$ cat src/rtl/sine_voice_pkg.sv
// Shared types, constants and the quarter-wave LUT generator for the sine voice mixer.
package sine_voice_pkg;

    localparam int DEF_N_VOICES = 16;
    localparam int DEF_PHASE_W  = 24;
    localparam int DEF_LUT_AW   = 5;
    localparam int DEF_OUT_W    = 16;
    localparam int DEF_VW       = $clog2(DEF_N_VOICES);
    localparam int ENV_STEP     = 8;

    typedef enum logic [1:0] {Q0, Q1, Q2, Q3} quadrant_t;

    typedef struct packed {
        logic [DEF_VW-1:0]      voice;
        logic                   on;
        logic [DEF_PHASE_W-1:0] inc;
        logic [1:0]             vol;
    } evt_t;

    localparam longint PI_HALF_Q30 = 64'sd1686629713;

    // Integer Taylor series in Q30 so the ROM contents elaborate without real-number support.
    function automatic int sine_lut_val(input int i, input int aw, input int out_w);
        longint x, x2, term, acc;
        x    = (PI_HALF_Q30 * longint'(i)) >>> aw;
        x2   = (x * x) >>> 30;
        term = x;
        acc  = x;
        for (int k = 1; k <= 10; k++) begin
            term = -((term * x2) >>> 30) / longint'((2 * k) * (2 * k + 1));
            acc  = acc + term;
        end
        return int'(((acc <<< (out_w - 2)) + (longint'(1) <<< 29)) >>> 30);
    endfunction

endpackage

$ cat src/rtl/sine_quarter_lut.sv
// Quarter-wave sine ROM (first quadrant magnitudes) with a one-cycle registered read.
module sine_quarter_lut
    import sine_voice_pkg::*;
#(
    parameter int LUT_AW = 5,
    parameter int OUT_W  = 16
) (
    input  logic              i_clk,
    input  logic              i_rst_n,
    input  logic [LUT_AW-1:0] i_addr,
    output logic [OUT_W-2:0]  o_data
);

    logic [OUT_W-2:0] w_rom [2**LUT_AW];

    for (genvar g = 0; g < 2**LUT_AW; g++) begin : g_rom
        localparam int VAL = sine_lut_val(g, LUT_AW, OUT_W);
        assign w_rom[g] = (OUT_W - 1)'(VAL);
    end

    // NOTE: sequential state is always written with <= so every flop samples pre-edge values.
    always_ff @(posedge i_clk or negedge i_rst_n) begin
        if (!i_rst_n) o_data <= '0;
        else          o_data <= w_rom[i_addr];
    end

endmodule

$ cat src/rtl/sine_voice_mixer.sv
// Time-multiplexed N-voice sine synthesiser and saturating mixer, one sample per i_sample_tick.
// Optional per-voice attack/release envelope: define SINE_VOICE_ENV_RAMP_EN.
module sine_voice_mixer
    import sine_voice_pkg::*;
#(
    parameter  int N_VOICES = DEF_N_VOICES,
    parameter  int PHASE_W  = DEF_PHASE_W,
    parameter  int LUT_AW   = DEF_LUT_AW,
    parameter  int OUT_W    = DEF_OUT_W,
    localparam int VW       = $clog2(N_VOICES)
) (
    input  logic                    i_clk,
    input  logic                    i_rst_n,
    input  logic                    i_evt_valid,
    output logic                    o_evt_ready,
    input  logic [VW-1:0]           i_evt_voice,
    input  logic                    i_evt_on,
    input  logic [PHASE_W-1:0]      i_evt_inc,
    input  logic [1:0]              i_evt_vol,
    input  logic                    i_sample_tick,
    output logic signed [OUT_W-1:0] o_sample,
    output logic                    o_sample_valid,
    output logic                    o_busy,
    output logic                    o_overrun
);

    localparam int ACC_W = OUT_W + VW;
`ifdef SINE_VOICE_ENV_RAMP_EN
    localparam int DRAIN_CYC = 3;
`else
    localparam int DRAIN_CYC = 2;
`endif
    localparam logic signed [ACC_W-1:0] SAT_HI = {{(ACC_W-OUT_W+1){1'b0}}, {(OUT_W-1){1'b1}}};
    localparam logic signed [ACC_W-1:0] SAT_LO = ~SAT_HI;

    typedef enum logic [1:0] {S_IDLE, S_SCAN, S_DRAIN, S_OUT} state_t;

    state_t                  r_state, w_state_nxt;
    logic [VW-1:0]           r_cnt;
    logic [1:0]              r_drain;
    logic                    r_en    [N_VOICES];
    logic [PHASE_W-1:0]      r_phase [N_VOICES];
    logic [PHASE_W-1:0]      r_inc   [N_VOICES];
    logic [1:0]              r_vol   [N_VOICES];
    logic                    w_idle, w_scan, w_evt_fire;
    quadrant_t               w_quad;
    logic [LUT_AW-1:0]       w_idx, w_addr;
    logic [OUT_W-2:0]        w_lut;
    logic                    r_s1_valid, r_s1_neg;
    logic [1:0]              r_s1_vol;
    logic signed [OUT_W-1:0] w_val, w_add, w_sat;
    logic [1:0]              w_add_vol;
    logic                    w_add_valid;
    logic signed [ACC_W-1:0] r_acc;
    logic signed [OUT_W-1:0] r_sample;
    logic                    r_valid, r_overrun;

    // NOTE: every always_comb output gets a default first so no path can infer a latch.
    always_comb begin
        w_state_nxt = r_state;
        o_evt_ready = 1'b0;
        o_busy      = 1'b1;
        case (r_state)
            S_IDLE: begin
                o_evt_ready = 1'b1;
                o_busy      = 1'b0;
                if (i_sample_tick) w_state_nxt = S_SCAN;
            end
            S_SCAN:  if (r_cnt == VW'(N_VOICES - 1)) w_state_nxt = S_DRAIN;
            S_DRAIN: if (r_drain == 2'(DRAIN_CYC - 1)) w_state_nxt = S_OUT;
            S_OUT:   w_state_nxt = S_IDLE;
            default: w_state_nxt = S_IDLE;
        endcase
    end

    assign w_idle     = (r_state == S_IDLE);
    assign w_scan     = (r_state == S_SCAN);
    assign w_evt_fire = i_evt_valid && w_idle;

    assign w_quad = quadrant_t'(r_phase[r_cnt][PHASE_W-1 -: 2]);
    assign w_idx  = r_phase[r_cnt][PHASE_W-3 -: LUT_AW];
    assign w_addr = (w_quad == Q1 || w_quad == Q3) ? ~w_idx : w_idx;

    sine_quarter_lut #(.LUT_AW(LUT_AW), .OUT_W(OUT_W)) u_lut (
        .i_clk   (i_clk),
        .i_rst_n (i_rst_n),
        .i_addr  (w_addr),
        .o_data  (w_lut)
    );

`ifdef SINE_VOICE_ENV_RAMP_EN
    logic [7:0]              r_env [N_VOICES];
    logic                    r_rel [N_VOICES];
    logic [7:0]              r_s1_env;
    logic signed [OUT_W+8:0] w_prod;
    logic signed [OUT_W-1:0] r_s2_val;
    logic [1:0]              r_s2_vol;
    logic                    r_s2_valid;
`endif

    // NOTE: voice state is reset explicitly; a note must never start from stale phase or gain.
    always_ff @(posedge i_clk or negedge i_rst_n) begin
        if (!i_rst_n) begin
            for (int v = 0; v < N_VOICES; v++) begin
                r_en[v]    <= 1'b0;
                r_phase[v] <= '0;
                r_inc[v]   <= '0;
                r_vol[v]   <= '0;
`ifdef SINE_VOICE_ENV_RAMP_EN
                r_env[v]   <= '0;
                r_rel[v]   <= 1'b0;
`endif
            end
        end else if (w_evt_fire) begin
            if (i_evt_on) begin
                r_en[i_evt_voice]    <= 1'b1;
                r_phase[i_evt_voice] <= '0;
                r_inc[i_evt_voice]   <= i_evt_inc;
                r_vol[i_evt_voice]   <= i_evt_vol;
`ifdef SINE_VOICE_ENV_RAMP_EN
                r_env[i_evt_voice]   <= '0;
                r_rel[i_evt_voice]   <= 1'b0;
            end else begin
                r_rel[i_evt_voice]   <= 1'b1;
`else
            end else begin
                r_en[i_evt_voice]    <= 1'b0;
`endif
            end
        end else if (w_scan && r_en[r_cnt]) begin
            r_phase[r_cnt] <= r_phase[r_cnt] + r_inc[r_cnt];
`ifdef SINE_VOICE_ENV_RAMP_EN
            // Release ends the note once the envelope has decayed to zero.
            if (!r_rel[r_cnt]) begin
                r_env[r_cnt] <= (r_env[r_cnt] > 8'(255 - ENV_STEP)) ? 8'hFF
                                                                     : r_env[r_cnt] + 8'(ENV_STEP);
            end else if (r_env[r_cnt] <= 8'(ENV_STEP)) begin
                r_env[r_cnt] <= '0;
                r_en[r_cnt]  <= 1'b0;
            end else begin
                r_env[r_cnt] <= r_env[r_cnt] - 8'(ENV_STEP);
            end
`endif
        end
    end

    always_ff @(posedge i_clk or negedge i_rst_n) begin
        if (!i_rst_n) begin
            r_s1_valid <= 1'b0;
            r_s1_neg   <= 1'b0;
            r_s1_vol   <= '0;
        end else begin
            r_s1_valid <= w_scan && r_en[r_cnt];
            r_s1_neg   <= (w_quad == Q2) || (w_quad == Q3);
            r_s1_vol   <= r_vol[r_cnt];
        end
    end

    assign w_val = r_s1_neg ? -$signed({1'b0, w_lut}) : $signed({1'b0, w_lut});

`ifdef SINE_VOICE_ENV_RAMP_EN
    assign w_prod = w_val * $signed({1'b0, r_s1_env});

    always_ff @(posedge i_clk or negedge i_rst_n) begin
        if (!i_rst_n) begin
            r_s1_env   <= '0;
            r_s2_val   <= '0;
            r_s2_vol   <= '0;
            r_s2_valid <= 1'b0;
        end else begin
            r_s1_env   <= r_env[r_cnt];
            r_s2_val   <= OUT_W'(w_prod >>> 8);
            r_s2_vol   <= r_s1_vol;
            r_s2_valid <= r_s1_valid;
        end
    end

    assign w_add       = r_s2_val;
    assign w_add_vol   = r_s2_vol;
    assign w_add_valid = r_s2_valid;
`else
    assign w_add       = w_val;
    assign w_add_vol   = r_s1_vol;
    assign w_add_valid = r_s1_valid;
`endif

    assign w_sat = (r_acc > SAT_HI) ? SAT_HI[OUT_W-1:0] :
                   (r_acc < SAT_LO) ? SAT_LO[OUT_W-1:0] : r_acc[OUT_W-1:0];

    always_ff @(posedge i_clk or negedge i_rst_n) begin
        if (!i_rst_n) begin
            r_state   <= S_IDLE;
            r_cnt     <= '0;
            r_drain   <= '0;
            r_acc     <= '0;
            r_sample  <= '0;
            r_valid   <= 1'b0;
            r_overrun <= 1'b0;
        end else begin
            r_state <= w_state_nxt;
            r_valid <= (r_state == S_OUT);
            r_drain <= (r_state == S_DRAIN) ? r_drain + 2'd1 : 2'd0;
            if (i_sample_tick && !w_idle) r_overrun <= 1'b1;
            if (w_scan) r_cnt <= (r_cnt == VW'(N_VOICES - 1)) ? '0 : r_cnt + 1'b1;
            if (w_idle && i_sample_tick) r_acc <= '0;
            else if (w_add_valid)        r_acc <= r_acc + ACC_W'(w_add >>> w_add_vol);
            if (r_state == S_OUT) r_sample <= w_sat;
        end
    end

    assign o_sample       = r_sample;
    assign o_sample_valid = r_valid;
    assign o_overrun      = r_overrun;

endmodule

$ cat config.mk
export PLATFORM = sky130hd
export DESIGN_NAME = sine_voice_mixer
export DESIGN_NICKNAME = d
export VERILOG_FILES = /design/src/rtl/sine_voice_pkg.sv /design/src/rtl/sine_quarter_lut.sv /design/src/rtl/sine_voice_mixer.sv
export SDC_FILE = /design/constraint.sdc
export NUM_CORES = 2
export LEC_CHECK = 0
export CAP_MARGIN = 40
export CORE_MARGIN = 2
export CORE_UTILIZATION = 50
export DETAILED_ROUTE_END_ITERATION = 6
export DONT_BUFFER_PORTS = 1
export PLACE_DENSITY_LB_ADDON = 0.05
export SLEW_MARGIN = 20
export SYNTH_ARGS = -nofsm -noshare
export SYNTH_HDL_FRONTEND = slang
export SYNTH_SLANG_ARGS = --single-unit
$ cat constraint.sdc
create_clock -name i_clk -period 7.4 [get_ports i_clk]
set_input_delay 0.74 -clock i_clk [delete_from_list [all_inputs] [get_ports i_clk]]
set_output_delay 0.74 -clock i_clk [all_outputs]
set_load 0.03 [all_outputs]
Word level (Yosys, flattened, before mapping)
Memory sizes are Yosys's and may differ from the RTL's. A register that Yosys moved wholly into a read port is not among the register bits. Cells that the tools add are included.

$add $sub $neg: 5. Mux-type cells: 41. $lt $le $gt $ge: 6. Eq/ne operators: 12. Shifts and indexed selects: 1. Bitwise operators: 9. Reduce and logical (&&, ||, !) cells: 16.

Operators by type and width (number): $mux 384 (3); $bwmux 384 (2); $and 384x384->384 (1); $not 384->384 (1); $bmux 24 s4 (2); $demux 24 s4 (2); $mux 24 (6); $mux 16 (4); $mux 20 (2); $bwmux 32 (1); $add 24x24->24 (1); $add 20x20->20 (1); $gt 20x16->1 const B (1); $lt 20x16->1 const B (1); $sshr 16x2->20 (1); $and 16x16->16 (1); $neg 15->16 (1); $not 16->16 (1); $or 16x16->16 (1); $mux 2 (7); $ge 5x5->1 const B (2); $lt 5x1->1 const B (2); $not 4->5 (2); $bmux 2 s4 (1); 23 further kinds (43).

Register bits: 866. Output and inout bits: 20. Memory bits (read-only): 480. Bits of input ports: 35. Memories: 1. Logic and storage cells: 165.

Memories: (name not given) (depth 32, width 15, read ports 1, clocked after memory_dff 1, wr ports 0, line sine_quarter_lut.sv:24) `else o_data <= w_rom[i_addr];`.

Depth between registers and ports, before layout
Depth after elaboration: 9. Depth in mapped cells: 21. Gate-level depth less buffers: 19.

Cells and area by module
From an unflattened synthesis, not the netlist that was laid out.

Cells, all modules: 3027. Area total of the unflattened synthesis: 42288.1 µm².

By module, submodules not included: sine_voice_mixer (seq. area each 21670.8 µm², area each 41106.9 µm², instances 1, cells an instance 2898); sine_quarter_lut (seq. area each 350.3 µm², area each 1181.1 µm², instances 1, cells an instance 129).

Worst setup path after synthesis
No wires, ideal clock.

Kind: register -> register. From: reg r_cnt[0]. To: reg r_phase[118] in the netlist's numbering. Cell stages (with the launch flop): 21. Arrival: 5.449 ns. Required time: 7.334 ns. Path slack: 1.884 ns. Clock period less this slack: 5.516 ns. Setup time: 0.066 ns. Path buffers: 7. Cell sequence: dfrtp_1 -> buf_6 -> buf_12 -> buf_8 -> buf_4 -> buf_2 -> buf_1 -> mux4_2 -> mux4_2 -> ha_1 -> inv_1 -> fa_1 -> nor2b_1 -> o31a_1 -> o41ai_1 -> o211ai_1 -> a2111oi_0 -> nor3_1 -> xor2_1 -> clkbuf_1 -> a22o_1.

Longest elaborated chain between the ends: 8. Elaborated cells between the ends (all ways): 22. Classes of those cells: add/sub: 1; order compare: 2; mux: 14; bitwise: 1; reduce/logical: 4.

RTL lines: start, declared (line sine_voice_mixer.sv:39) `logic [VW-1:0] r_cnt;`; start signal, assigned (line sine_voice_mixer.sv:204) `if (w_scan) r_cnt <= (r_cnt == VW'(N_VOICES - 1)) ? '0 : r_cnt + 1'b1;`; $not 4->5 (not written as such) * (line sine_voice_mixer.sv:130, sine_voice_mixer.sv:131); $bmux 24 s4 (tied with other cells) (line sine_voice_mixer.sv:131) `r_phase[r_cnt] <= r_phase[r_cnt] + r_inc[r_cnt];`; $mux 24 (not written as such) / $logic_and 1x1->1 (equally long branches) (line sine_voice_mixer.sv:131); $mux 24 (not written as such) (line sine_voice_mixer.sv:131); $add 24x24->24 / $demux 24 s4 (equally long branches) (line sine_voice_mixer.sv:131); $bwmux 384 (line sine_voice_mixer.sv:131); $mux 384 (line sine_voice_mixer.sv:130) `end else if (w_scan && r_en[r_cnt]) begin`; $mux 384 (line sine_voice_mixer.sv:114) `end else if (w_evt_fire) begin`; end signal, assigned by index (line sine_voice_mixer.sv:131); end, declared (line sine_voice_mixer.sv:42) `logic [PHASE_W-1:0] r_phase [N_VOICES];`.

Every way passes the cells marked *; elsewhere a longest branch is shown, timed or not. The select of a mux whose other input is x is not followed. A chain may end at the register's enable or synchronous reset.

Worst setup path after layout
From: reg r_cnt[0]. To: reg r_phase[94] in the netlist's numbering.

Same word-level chain as after synthesis.

==> out/qor.csv <==
metric,value,unit
FILL cells,6671,
largest net degree at the start of global routing,881,
unrepaired setup endpoints after global routing,no,
Main synth FF type,dfrtp_1,
Crit path buffers/inverters,3,
Die W,296,um
"Core Util, Final",56.7,%
Crit. path cell count,15,
failing checks,negative hold slack,
total length of routed wires,121000,um
post-CTS setup buffer count,0,
# setup viols final,0,
Die ar.,87300,um^2
DR WL/cell,28.1,um
fraction of registers with async set/reset,100,%
CP Launch Type,flop,
top layer in use,met4,
worst hold path type,in -> async,
Fmax,0.172,GHz
total number of vias,27935,
Min Hold Slack,-0.00879,ns
Max Cap Viol,0,
die height,296,um
Leak,0.0220,uW
initial core utilization,50.6,%
post-layout min period,5.82,ns
standard-cell rows,106,
Post-Synthesis Cell Area,42500,um^2
wl on met1,51700,um
Antenna Nets Post-Route,0,
CTS tree,done,
Multi-input gate area,19500,um^2
"Clk Latency, worst-skew pair",0.67,ns
Area Growth Syn to Fin,12.0,%
fraction of layout cells with a size suffix above 1,31.4,%
Reg-to-Reg Start,r_cnt[0]$_DFFE_PN0P_,
clk sinks,880,
met3 routed WL,8290,um
Netlist cell types,78,
register area share after synthesis,51.8,%
"Hold Vio Cnt, Final",2,
n_diodes,0,
maximum clock insertion buffer count,3,
crit end category,flop,
fin crit share,78.6,%
kind of cell adding the most delay to the critical path,compound AO/OA/AOI/OAI gates,
R2R cell count,15,
maximum VDD drop,235,uV
"Avg Cell Area, Syn",13.5,um^2
outcome,"finished, violations left",
total power,16800,uW
met2 routed WL,57400,um
Crit-path slowest cell,dfrtp_4,
Slew Limit Headroom,43.3,%
initial antenna violation count,0,
Mapped Cells,3158,
All-Layer GR Usage,28.3,%
power per cell area,352,nW/um^2
DRC,0,
CTS Buf Count,95,
"Slew Viols, Final",0,
port bufs,0,
Via density,6.50,
CTS root buffer,clkbuf_16,
vias in the first global route,28885,
Worst Setup SP,r_cnt[0]$_DFFE_PN0P_,
crit-path cells,buf_4 > mux4_2 > mux4_2 > ha_1 > inv_1 > fa_1 > nor2b_1 > o31a_1 > o41ai_1 > o211ai_1 > a2111oi_0 > nor3_1 > xor2_1 > buf_4 > a22o_1,
Post-synth EDFFs,0,
Post-CTS Resized,0,
global-route wire length before repair,184000,um
Final Wtd Congestion,0.863,
setup TNS,0,ns
warnings from Yosys,0,
"FF+latch count, synth",880,
GRT overflow,0,
Iter 0 DRT Violations,2367,
clock transition at the registers of the reported paths,0.06,ns
CTS H-tree depth,3,
worst clock skew,0.0258,ns
first-pass detailed-route iteration total,5,
IO Pins,55,
Tightest Pin Transition,0.851,ns
CP arrival,6.42,ns
Critical Path RT,8.00,ns
"Max FO, Critical Path",35,
DP HPWL,70900,um
Final nets,3192,
"slowest stage delay, CP",0.94,ns
core area,84000,um^2
register area,22000,um^2
WS Path Type,reg -> reg,
Synthesized Nets,3262,
==> worst register-to-register path, cell delays in order (launching register included) <==
cell       delay (ns)
dfrtp_4          0.94
buf_4            0.40
mux4_2           0.54
mux4_2           0.56
ha_1             0.27
inv_1            0.09
fa_1             0.22
nor2b_1          0.08
o31a_1           0.28
o41ai_1          0.49
o211ai_1         0.33
a2111oi_0        0.49
nor3_1           0.16
xor2_1           0.43
buf_4            0.28
a22o_1           0.17
==> worst paths after layout <==
path                                            end  slack [ns]
hold reg to reg                r_drain[0]$_DFF_PN0_        0.44
max in group asynchronous    r_inc[317]$_DFFE_PN0P_        5.94
hold / removal             o_sample[12]$_DFFE_PN0P_      -0.009
setup / recovery            r_phase[94]$_DFFE_PN0P_        1.58
setup reg to reg            r_phase[94]$_DFFE_PN0P_        1.58
min in group i_clk            o_overrun$_DFFE_PN0P_        0.19
==> sequential cells by signal, summed over array words and instances (netlist names), named ones only <==
signal,flops
r_inc,384
r_phase,384
r_vol,32
r_acc,20
o_sample,16
u_lut.o_data,14
r_cnt,4
r_drain,2
r_s1_vol,2
r_state,2
o_overrun,1
o_sample_valid,1
r_s1_neg,1
r_s1_valid,1
==> cell families (layout without fill, tap and decap cells) <==
group           count (synthesis)  count (layout)  share of synthesized area, %
fa+ha+maj                      69              69                          2.07
buf+inv                       314             322                          3.05
mux                           712             712                          25.7
simple gates                  484             484                          5.10
compound gates                655             655                          11.3
flops                         880             880                          51.8
xor+xnor                       44              44                         0.925
==> layer usage <==
metal	track usage [%]	up-vias
li1	-	11770
met2	45.5	1069
met5	0	-
met3	5.56	234
met1	39.2	14862
met4	8.49	0
==> layout by cell type (no fill, tap or decap), types with 26 or more instances in the layout <==
master     Yosys  routed
ha_1          67      67
nand2_1      192     181
o22ai_1       41      26
o21ai_0      136     136
a21oi_1       67      67
a22o_1       289     289
mux2_2       432     432
nor3_1        32      27
nor2_1       137     121
nand3_1       29      29
buf_4          5      62
inv_1         52      52
dfrtp_1      880     876
clkbuf_16      0      96
mux4_2       242     242
==> stage by stage <==
stage,area (um^2),cells,setup slack (ns)
after CTS,47400,4291,1.53
after floorplan,42500,3158,1.88
final,47600,4300,1.58
after global routing,47600,4300,1.14
after global placement,43600,4090,1.31
after detailed placement,44100,4116,1.59
==> synth_stat cells (all sizes together) (7+ instances only) <==
master	n	area, um^2
a21o	25	188
a21oi	67	335
a221o	16	160
a22o	289	2530
a31oi	11	68.8
and2	9	58.8
buf	64	344
clkbuf	196	747
dfrtp	880	22000
ha	67	838
inv	52	195
mux2	432	4860
mux2i	23	230
mux4	257	5840
nand2	192	721
nand2b	21	131
nand3	29	145
nor2	137	514
nor2b	17	106
nor3	32	160
o21a	9	67.6
o21ai	139	699
o22ai	41	257
o31ai	7	52.6
or3	9	56.3
xnor2	23	209
xor2	21	184
==> layout make-up <==
cell class                 count  share of cell area, %
sequential                   880                   46.3
clock buffer                 131                   5.75
clock inverter                44                   1.10
tap                         1134                   2.98
multi-input combinational   1964                   40.9
timing repair buffer          93                   2.55
inverter                      54                  0.429
==> where the power goes <==
part	leakage [uW]	switching (uW)	total [uW]	internal [uW]
logic	0.00830	3000	5410	2410
clock network	0.00161	2010	4920	2910
registers	0.0120	727	6420	5690
Note: power is estimated with default switching activity, not from simulation.
